--- config.mk ---
export PLATFORM = sky130hd
export DESIGN_NAME = commutation_engine
export DESIGN_NICKNAME = d
export VERILOG_FILES = /design/src/rtl/commutation_pkg.sv /design/src/rtl/deadtime_leg.sv /design/src/rtl/commutation_engine.sv
export SDC_FILE = /design/constraint.sdc
export NUM_CORES = 1
export LEC_CHECK = 0
export CAP_MARGIN = 5
export CORE_UTILIZATION = 47
export CTS_BUF_LIST = sky130_fd_sc_hd__clkbuf_2
export DETAILED_ROUTE_END_ITERATION = 8
export PLACE_DENSITY_LB_ADDON = 0.3
export SKIP_CTS_REPAIR_TIMING = 1
export SLEW_MARGIN = 25
export SYNTH_ARGS = -nofsm -noshare
export SYNTH_HDL_FRONTEND = slang
export SYNTH_SLANG_ARGS = --single-unit
--- constraint.sdc ---
create_clock -name i_clk -period 2.7 [get_ports i_clk]
set_clock_uncertainty 0.05 [all_clocks]
set_input_delay 0.81 -clock i_clk [delete_from_list [all_inputs] [get_ports i_clk]]
set_output_delay 0.81 -clock i_clk [all_outputs]
set_load 0.005 [all_outputs]
--- src/rtl/commutation_pkg.sv ---
// commutation_pkg: shared types and constants for the BLDC commutation path.
// Provides the drive-mode enum, per-leg {h,l} struct, pattern type and step LUT.
package commutation_pkg;

    typedef enum logic [1:0] {
        COAST = 2'd0,
        RUN   = 2'd1,
        BRAKE = 2'd2,
        HOLD  = 2'd3
    } mode_e;

    typedef struct packed {
        logic h;
        logic l;
    } leg_t;

    // Bit order {AH,BH,CH,AL,BL,CL}
    typedef logic [5:0] pattern_t;

    localparam pattern_t BRAKE_PATTERN = 6'b000111;

    // Indexed by drive index
    localparam pattern_t STEP_LUT [6] = '{
        6'b001010,  // 0 CH.BL
        6'b100010,  // 1 AH.BL
        6'b100001,  // 2 AH.CL
        6'b010001,  // 3 BH.CL
        6'b010100,  // 4 BH.AL
        6'b001100   // 5 CH.AL
    };

    // Neighbouring step modulo 6
    function automatic logic [2:0] step_wrap(input logic [2:0] s, input logic up);
        if (up) return (s >= 3'd5) ? 3'd0 : s + 3'd1;
        else    return (s == 3'd0) ? 3'd5 : s - 3'd1;
    endfunction

endpackage

--- src/rtl/deadtime_leg.sv ---
// deadtime_leg: one half-bridge leg with dead-time insertion.
// Ports: i_clk, i_rst_n, i_req {h,l} request, i_deadtime, o_leg applied {h,l}.
module deadtime_leg
    import commutation_pkg::*;
#(
    parameter int K_DEADTIME_W = 4
) (
    input  logic                    i_clk,
    input  logic                    i_rst_n,
    input  leg_t                    i_req,
    input  logic [K_DEADTIME_W-1:0] i_deadtime,
    output leg_t                    o_leg
);

    leg_t                    leg_q;
    leg_t                    leg_d;
    logic [K_DEADTIME_W-1:0] off_cnt_q;
    logic [K_DEADTIME_W-1:0] off_cnt_d;
    logic                    may_on;
    logic                    shoot;

    assign may_on = (off_cnt_q >= i_deadtime);
    // A shoot-through request parks the leg off
    assign shoot  = i_req.h & i_req.l;

    always_comb begin
        leg_d   = '0;
        leg_d.h = i_req.h & ~shoot & (leg_q.h | may_on);
        leg_d.l = i_req.l & ~shoot & (leg_q.l | may_on);
    end

    // Counts cycles the applied leg has been fully off, saturating
    always_comb begin
        off_cnt_d = '0;
        if (leg_q == '0)
            off_cnt_d = (&off_cnt_q) ? off_cnt_q : off_cnt_q + K_DEADTIME_W'(1);
    end

    always_ff @(posedge i_clk or negedge i_rst_n) begin
        if (!i_rst_n) begin
            leg_q     <= '0;
            off_cnt_q <= '0;
        end else begin
            leg_q     <= leg_d;
            off_cnt_q <= off_cnt_d;
        end
    end

    assign o_leg = leg_q;

endmodule

--- src/rtl/commutation_engine.sv ---
// commutation_engine: six-step BLDC step tracker, pattern select, PWM chop and dead time.
// Ports: i_clk, i_rst_n, i_mode, force/trigger step controls, chop controls, i_deadtime;
// outputs o_pattern {AH,BH,CH,AL,BL,CL}, o_step, o_substep, o_commutate.
// Macro COMMUTATION_ENGINE_DEADTIME_EN enables the per-leg dead-time stage.
module commutation_engine
    import commutation_pkg::*;
#(
    parameter  int K_NSUBSTEPS  = 10,
    parameter  int K_DEADTIME_W = 4,
    localparam int SW           = $clog2(K_NSUBSTEPS)
) (
    input  logic                    i_clk,
    input  logic                    i_rst_n,
    input  logic [1:0]              i_mode,
    input  logic                    i_force_step_trigger,
    input  logic [2:0]              i_force_step_value,
    input  logic [SW-1:0]           i_force_substep,
    input  logic                    i_step_trigger,
    input  logic                    i_step_polarity_rev,
    input  logic                    i_step_reverse,
    input  logic                    i_pwm_comp,
    input  logic                    i_bypass_power,
    input  logic [SW-1:0]           i_power,
    input  logic [K_DEADTIME_W-1:0] i_deadtime,
    output logic [5:0]              o_pattern,
    output logic [2:0]              o_step,
    output logic [SW-1:0]           o_substep,
    output logic                    o_commutate
);

    localparam logic [SW-1:0] SUB_MAX = SW'(K_NSUBSTEPS - 1);

    mode_e         mode;
    logic [2:0]    step_q;
    logic [2:0]    step_d;
    logic [SW-1:0] sub_q;
    logic [SW-1:0] sub_d;
    logic          comm_d;
    logic          comm_q;
    logic          inc;
    logic          at_edge;
    logic [2:0]    drive_idx;
    pattern_t      lut;
    logic [2:0]    hi;
    logic [2:0]    lo;
    logic          power_on;
    pattern_t      req;

    assign mode    = mode_e'(i_mode);
    assign inc     = ~step_q[0] ^ i_step_polarity_rev;
    assign at_edge = inc ? (sub_q == SUB_MAX) : (sub_q == '0);

    always_comb begin
        step_d = step_q;
        sub_d  = sub_q;
        comm_d = 1'b0;
        if (i_force_step_trigger) begin
            step_d = (i_force_step_value < 3'd6) ? i_force_step_value : 3'd0;
            sub_d  = (i_force_substep > SUB_MAX) ? SUB_MAX : i_force_substep;
        end else if (i_step_trigger && mode != HOLD) begin
            if (at_edge) begin
                step_d = step_wrap(step_q, ~i_step_polarity_rev);
                comm_d = 1'b1;
            end else begin
                sub_d = inc ? sub_q + SW'(1) : sub_q - SW'(1);
            end
        end
    end

    always_ff @(posedge i_clk or negedge i_rst_n) begin
        if (!i_rst_n) begin
            step_q <= 3'd5;
            sub_q  <= '0;
            comm_q <= 1'b0;
        end else begin
            step_q <= step_d;
            sub_q  <= sub_d;
            comm_q <= comm_d;
        end
    end

    assign drive_idx = step_wrap(step_q, ~i_step_reverse);
    assign lut       = STEP_LUT[drive_idx];
    assign power_on  = i_bypass_power | (i_power > sub_q);

    // Chop off-phase: high side drops, complementary mode closes the same leg's low side
    always_comb begin
        hi = lut[5:3];
        lo = lut[2:0];
        if (!power_on) begin
            if (i_pwm_comp) lo = lo | hi;
            hi = 3'b000;
        end
    end

    always_comb begin
        req = {hi, lo};
        case (mode)
            COAST:   req = '0;
            BRAKE:   req = BRAKE_PATTERN;
            default: req = {hi, lo};
        endcase
    end

`ifdef COMMUTATION_ENGINE_DEADTIME_EN
    leg_t leg_req [3];
    leg_t leg_app [3];

    for (genvar g = 0; g < 3; g++) begin : g_leg
        assign leg_req[g] = '{h: req[5-g], l: req[2-g]};

        deadtime_leg #(
            .K_DEADTIME_W (K_DEADTIME_W)
        ) u_leg (
            .i_clk      (i_clk),
            .i_rst_n    (i_rst_n),
            .i_req      (leg_req[g]),
            .i_deadtime (i_deadtime),
            .o_leg      (leg_app[g])
        );
    end

    assign o_pattern = {leg_app[0].h, leg_app[1].h, leg_app[2].h,
                        leg_app[0].l, leg_app[1].l, leg_app[2].l};
`else
    pattern_t pat_q;
    logic     unused_deadtime;

    assign unused_deadtime = ^i_deadtime;

    always_ff @(posedge i_clk or negedge i_rst_n) begin
        if (!i_rst_n) pat_q <= '0;
        else          pat_q <= req;
    end

    assign o_pattern = pat_q;
`endif

    assign o_step      = step_q;
    assign o_substep   = sub_q;
    assign o_commutate = comm_q;

endmodule

* After elaboration in Yosys (flattened, before gate mapping)
Memories as Yosys holds them, arrays and structs flattened.
Cells that the tools add are included.
** Storage, ports and cells
- Register bits after elaboration :: 14
- ROM bits :: 48
- Input bits :: 25
- Output and inout port bits :: 14
- Logic and storage cells :: 54
- Memories kept :: 1
** Memories
- (no name shown) :: depth 8, bits a word 6, read ports 1, clocked after Yosys merged registers in 0, wr ports 0, RTL line commutation_engine.sv:83 : assign lut = STEP_LUT[drive_idx];
** Cells by class
- Add/subtract/negate cells :: 4
- Magnitude comparators :: 5
- Equal/unequal tests :: 4
- Mux-type cells :: 23
- Bitwise gates (word level) :: 5
- Reductions and logical operators :: 8
** Operator list (number)
- $mux 3 :: 11
- $mux 4 :: 5
- $mux 6 :: 2
- $pmux 6 s2 :: 1
- $add 4x1->4 const B :: 1
- $eq 4x4->1 const B :: 1
- $ge 4x4->1 const B :: 1
- $gt 4x4->1 :: 1
- $gt 4x4->1 const B :: 1
- $logic_not 4->1 :: 1
- $mux 1 :: 4
- $ne 2x2->1 const B :: 2
- $not 3->4 :: 1
- $reduce_and 2->1 :: 2
- $reduce_bool 2->1 :: 2
- $sub 4x1->4 const B :: 1
- $add 3x1->3 const B :: 1
- $ge 3x3->1 const B :: 1
- $logic_not 3->1 :: 1
- $lt 3x3->1 const B :: 1
- $or 3x3->3 :: 1
- $sub 3x1->3 const B :: 1
- $eq 2x2->1 const B :: 1
- $logic_not 2->1 :: 1
- other kinds (4) :: 4

* Logic depth before layout (Yosys ltp)
- Depth in word-level cells :: 11
- Gate-level depth with buffers :: 8
- Mapped depth without buffers :: 8

* Least setup slack after synthesis
Ideal clock, no wire load.
- Path kind :: input to register
- Start :: in i_step_polarity_rev
- End :: reg sub_q[3] (netlist: o_substep[3])
- Setup time :: 0.131 ns
- Arrival time :: 2.069 ns
- Required time :: 2.519 ns
- Setup slack :: 0.450 ns
- Stages :: 8
- Buffers on the path :: 0
- Cells stage by stage :: xnor2_2 -> inv_1 -> ha_1 -> nand3_1 -> and3_1 -> o211ai_1 -> xnor2_1 -> o21ai_1
** Between the ends
- Word-level cells in the longest chain between the ends :: 5
- Elaborated cells on any way between the ends :: 8
- Those cells by class :: eq/ne (1); mux (5); bitwise (1); reduce/logical (1)
** Ends and longest elaborated chain
- start: declaration :: RTL line commutation_engine.sv:19 : input logic i_step_polarity_rev,
- $xor 1x1->1 (*) :: RTL line commutation_engine.sv:50 : assign inc = ~step_q[0] ^ i_step_polarity_rev;
- $mux 4 :: RTL line commutation_engine.sv:65 : sub_d = inc ? sub_q + SW'(1) : sub_q - SW'(1);
- $mux 4 :: RTL line commutation_engine.sv:61 : if (at_edge) begin
- $mux 4 :: RTL line commutation_engine.sv:60 : end else if (i_step_trigger && mode != HOLD) begin
- $mux 4 :: RTL line commutation_engine.sv:57 : if (i_force_step_trigger) begin
- end signal: assignment :: RTL line commutation_engine.sv:77 : sub_q <= sub_d;
- end: declaration :: RTL line commutation_engine.sv:36 : logic [SW-1:0] sub_q;
Mark *: on every way between the ends. The rest lies on a longest branch, timed or not. The select of a mux whose other input is x is not followed.
A chain may end at the register's enable or synchronous reset.

* Final worst setup path
Ends and elaborated chain as after synthesis.

==> results.cfg <==
[outcome]
status = finished clean

[setup_path]
critPathMaxFanout = 3
cp.required_ns = 2.83
cpLargestDelayFamily = buffers and inverters
ff2ff_path_depth = 8
endpoint_kind = register
cp.arrival_ns = 2.65
critPathMaxStageDelay_ns = 0.52
start_kind = primary input
cp_slowest_cell = clkdlybuf4s50_1
cp_cell_sequence = clkdlybuf4s50_1 > xnor2_2 > inv_1 > ha_1 > a21oi_1 > and3_1 > o211ai_1 > xnor2_1 > o21ai_1
path_buf_inv = 2
r2r_start = o_step[0]$_DFFE_PN1P_
rr_endpoint = o_substep[3]$_DFFE_PN0P_
ff2ff_setup_slack_ns = 0.54
path_class = primary input to register

[min_path]
holdPathEnd = o_step[2]$_DFFE_PN1P_
min-delay-start = o_step[2]$_DFFE_PN1P_
hold_class = register to register
hold_depth = 2

[power_and_ir_drop]
p_sw_mw = 0.286
pwr-share-clk_pct = 13.3
vdd_drop_max_uv = 335
p_sw_share_pct = 36.5
seq_power_share_pct = 35.8
internal-power_mw = 0.497
leakagePower_nw = 0.672
powerDensity_mw_per_mm2 = 502
p_comb_share_pct = 50.9

[routing]
num_vias = 1063
antenna_left = 0
drc = 0
dr.first_iter.drc_count = 18
viasPerCell = 5.51
wl_per_cell_um = 12.8
dr.pass1.iters = 6
finalWirelength_mm = 2.47

[sta]
worstMarginPinSlew_ns = 0.616
hold_violations = 0
min_period_ns = 2.53
finalWorstSetupSlack_ns = 0.174
setup_tns_ns = 0
finalMaxSlewViolations = 0
relSlewSlack_pct = 58.8
grt_setup_unrepaired = false
whs_ns = 0.579
finalCritPeriodShare_pct = 93.5
finalSetupViolCount = 0
fmax_ghz = 0.396

[logic_synthesis]
syn_inst = 124
synth-xor-area-share_pct = 5.26
synth_ff_type = dfrtp_1
synth_edf_count = 0
ys.warnings.count = 0
async_flop_share_pct = 100
netlist_area_mm2 = 0.00114
muxShareOfSynthArea_pct = 6.14
ys_ff_latch = 14
avgSynthCellArea_um2 = 9.20
synth_top_family_by_area = simple AND/OR/NAND/NOR gates
yosysUniqueCellTypes = 42
yosys.area_share.simple_pct = 23.2
syn_nets = 160
ys_seq_area_share_pct = 30.9
synth_compound_area_share_pct = 18.1
synthAdderAreaFrac_pct = 12.7

[clocking]
cts_made_buffers = 3
path_clk_slew_ns = 0.15
clock_latency_ns = 0.29
root_buffer = clkbuf_2
h-tree-depth = 1
cts_tree = yes
cts_buffer_depth = 2
clock_sinks = 14

[placed_design]
hpwl_mm = 1.99
dp_cells = 189
port_buffers = 34
place_congestion = 0.769
dp_slack_ns = -0.103

[global_routing]
grt_use_total_pct = 21.2
antenna_found_initial = 0
grt_pass1_vias = 971
grt_pass1_wl_mm = 4.13
grt_max_degree = 17
overflow = 0

[finish]
final_util_pct = 69.3
multi_input_area_um2 = 747
nets = 202
stdcell_count = 193
layout-drive-gt1-share_pct = 10.9
fillers = 193
regArea_um2 = 353
syn2layout_area_growth_pct = 36.8
n_antenna_cell = 0

[floorplan]
die_area_mm2 = 0.00263
fp.dieW_um = 51.3
rows = 17
io_pins = 39
core-area_mm2 = 0.00225
fp.dieH_um = 51.3
initial_core_util_pct = 50.6

[run]
drv_cap = 0
[cell usage in the layout (no fill, tap or decap), types with 4 or more instances in the layout]
master and instances:
a21oi_1 7, buf_4 4, clkdlybuf4s50_1 34, dfrtp_1 12
ha_1 10, inv_1 10, nand2_1 15, nand2b_1 4
nor2_1 5, o21ai_0 6, o21ai_1 4, xnor2_1 5
[flip-flops by register name (all words and copies together), names as in the netlist]
name	flops
o_step	3
o_pattern	6
o_substep	4
o_commutate	1
[stage by stage]
step	power [mW]	area [µm²]
global placement	0.665	1540
global route	0.844	1560
CTS	0.789	1560
finish	0.783	1560
floorplan	0.513	1140
detailed placement	0.682	1540
[how the worst max path moves through the flow]
| stage | startpoint | endpoint | slack, ns | cells past startpoint |
|---|---|---|---|---|
| finish | i_step_polarity_rev | o_substep[3]$_DFFE_PN0P_ | 0.17 | 9 |
| CTS | i_step_polarity_rev | o_substep[3]$_DFFE_PN0P_ | 0.19 | 9 |
| global placement | i_step_polarity_rev | o_substep[3]$_DFFE_PN0P_ | -0.05 | 9 |
| global route | i_step_polarity_rev | o_substep[3]$_DFFE_PN0P_ | 0.11 | 9 |
| detailed placement | i_step_polarity_rev | o_substep[3]$_DFFE_PN0P_ | -0.10 | 9 |
| floorplan | i_step_polarity_rev | o_substep[3]$_DFFE_PN0P_ | 0.45 | 8 |
[cell type report]
cell class,instances,share of cell area (%)
clock buffers,3,0.962
clock inverters,1,0.240
inverters,10,2.40
multi-input cells,99,47.8
flip-flops and latches,14,22.6
well taps,28,2.24
repair buffers,38,23.7
[worst min-delay path, stage by stage, from the launching register on]
cell     delay (ns)
dfstp_2        0.43
a21oi_1        0.12
a22oi_1        0.09
[synthesized netlist by cell type (all sizes together), types with 2 or more instances]
master	number	area, µm²
nand2	15	56.3
dfrtp	12	300
ha	10	125
inv	10	37.5
o21ai	10	50.1
a21oi	7	35.0
xnor2	6	60.1
mux2i	5	70.1
nand2b	5	38.8
nor2	5	18.8
a22o	3	26.3
nand3	3	15.0
o21a	3	22.5
or3	3	18.8
a211oi	2	20.0
dfstp	2	52.6
nand3b	2	15.0
nor3	2	10.0
nor4	2	27.5
o211ai	2	15.0
[cells by family (layout without fill, tap and decap cells)]
group | Yosys count | count (layout)
AOI/OAI and AO/OA | 32 | 32
xor gates and xnor gates | 6 | 6
adders and majority gates | 11 | 11
buffers and inverters | 11 | 52
DFF | 14 | 14
muxes | 5 | 5
and+or+nand+nor | 45 | 45
[routing by layer]
layer | vias up | routed length (µm) | GRT usage (%)
met5 | - | 0 | 0
met4 | 0 | 35 | 8.11
met3 | 4 | 112 | 3.57
met2 | 28 | 1290 | 38.4
met1 | 498 | 1030 | 24.6
li1 | 533 | - | -
[power by group through the flow]
stage	registers (mW)	clock network (mW)	logic (mW)
5_1_grt	0.285	0.120	0.438
4_1_cts	0.280	0.108	0.401
2_1_floorplan	0.282	0	0.231
3_5_place_dp	0.284	0	0.397
3_3_place_gp	0.282	0	0.383
6_report	0.280	0.104	0.399
(Power assumes the default switching activity.)
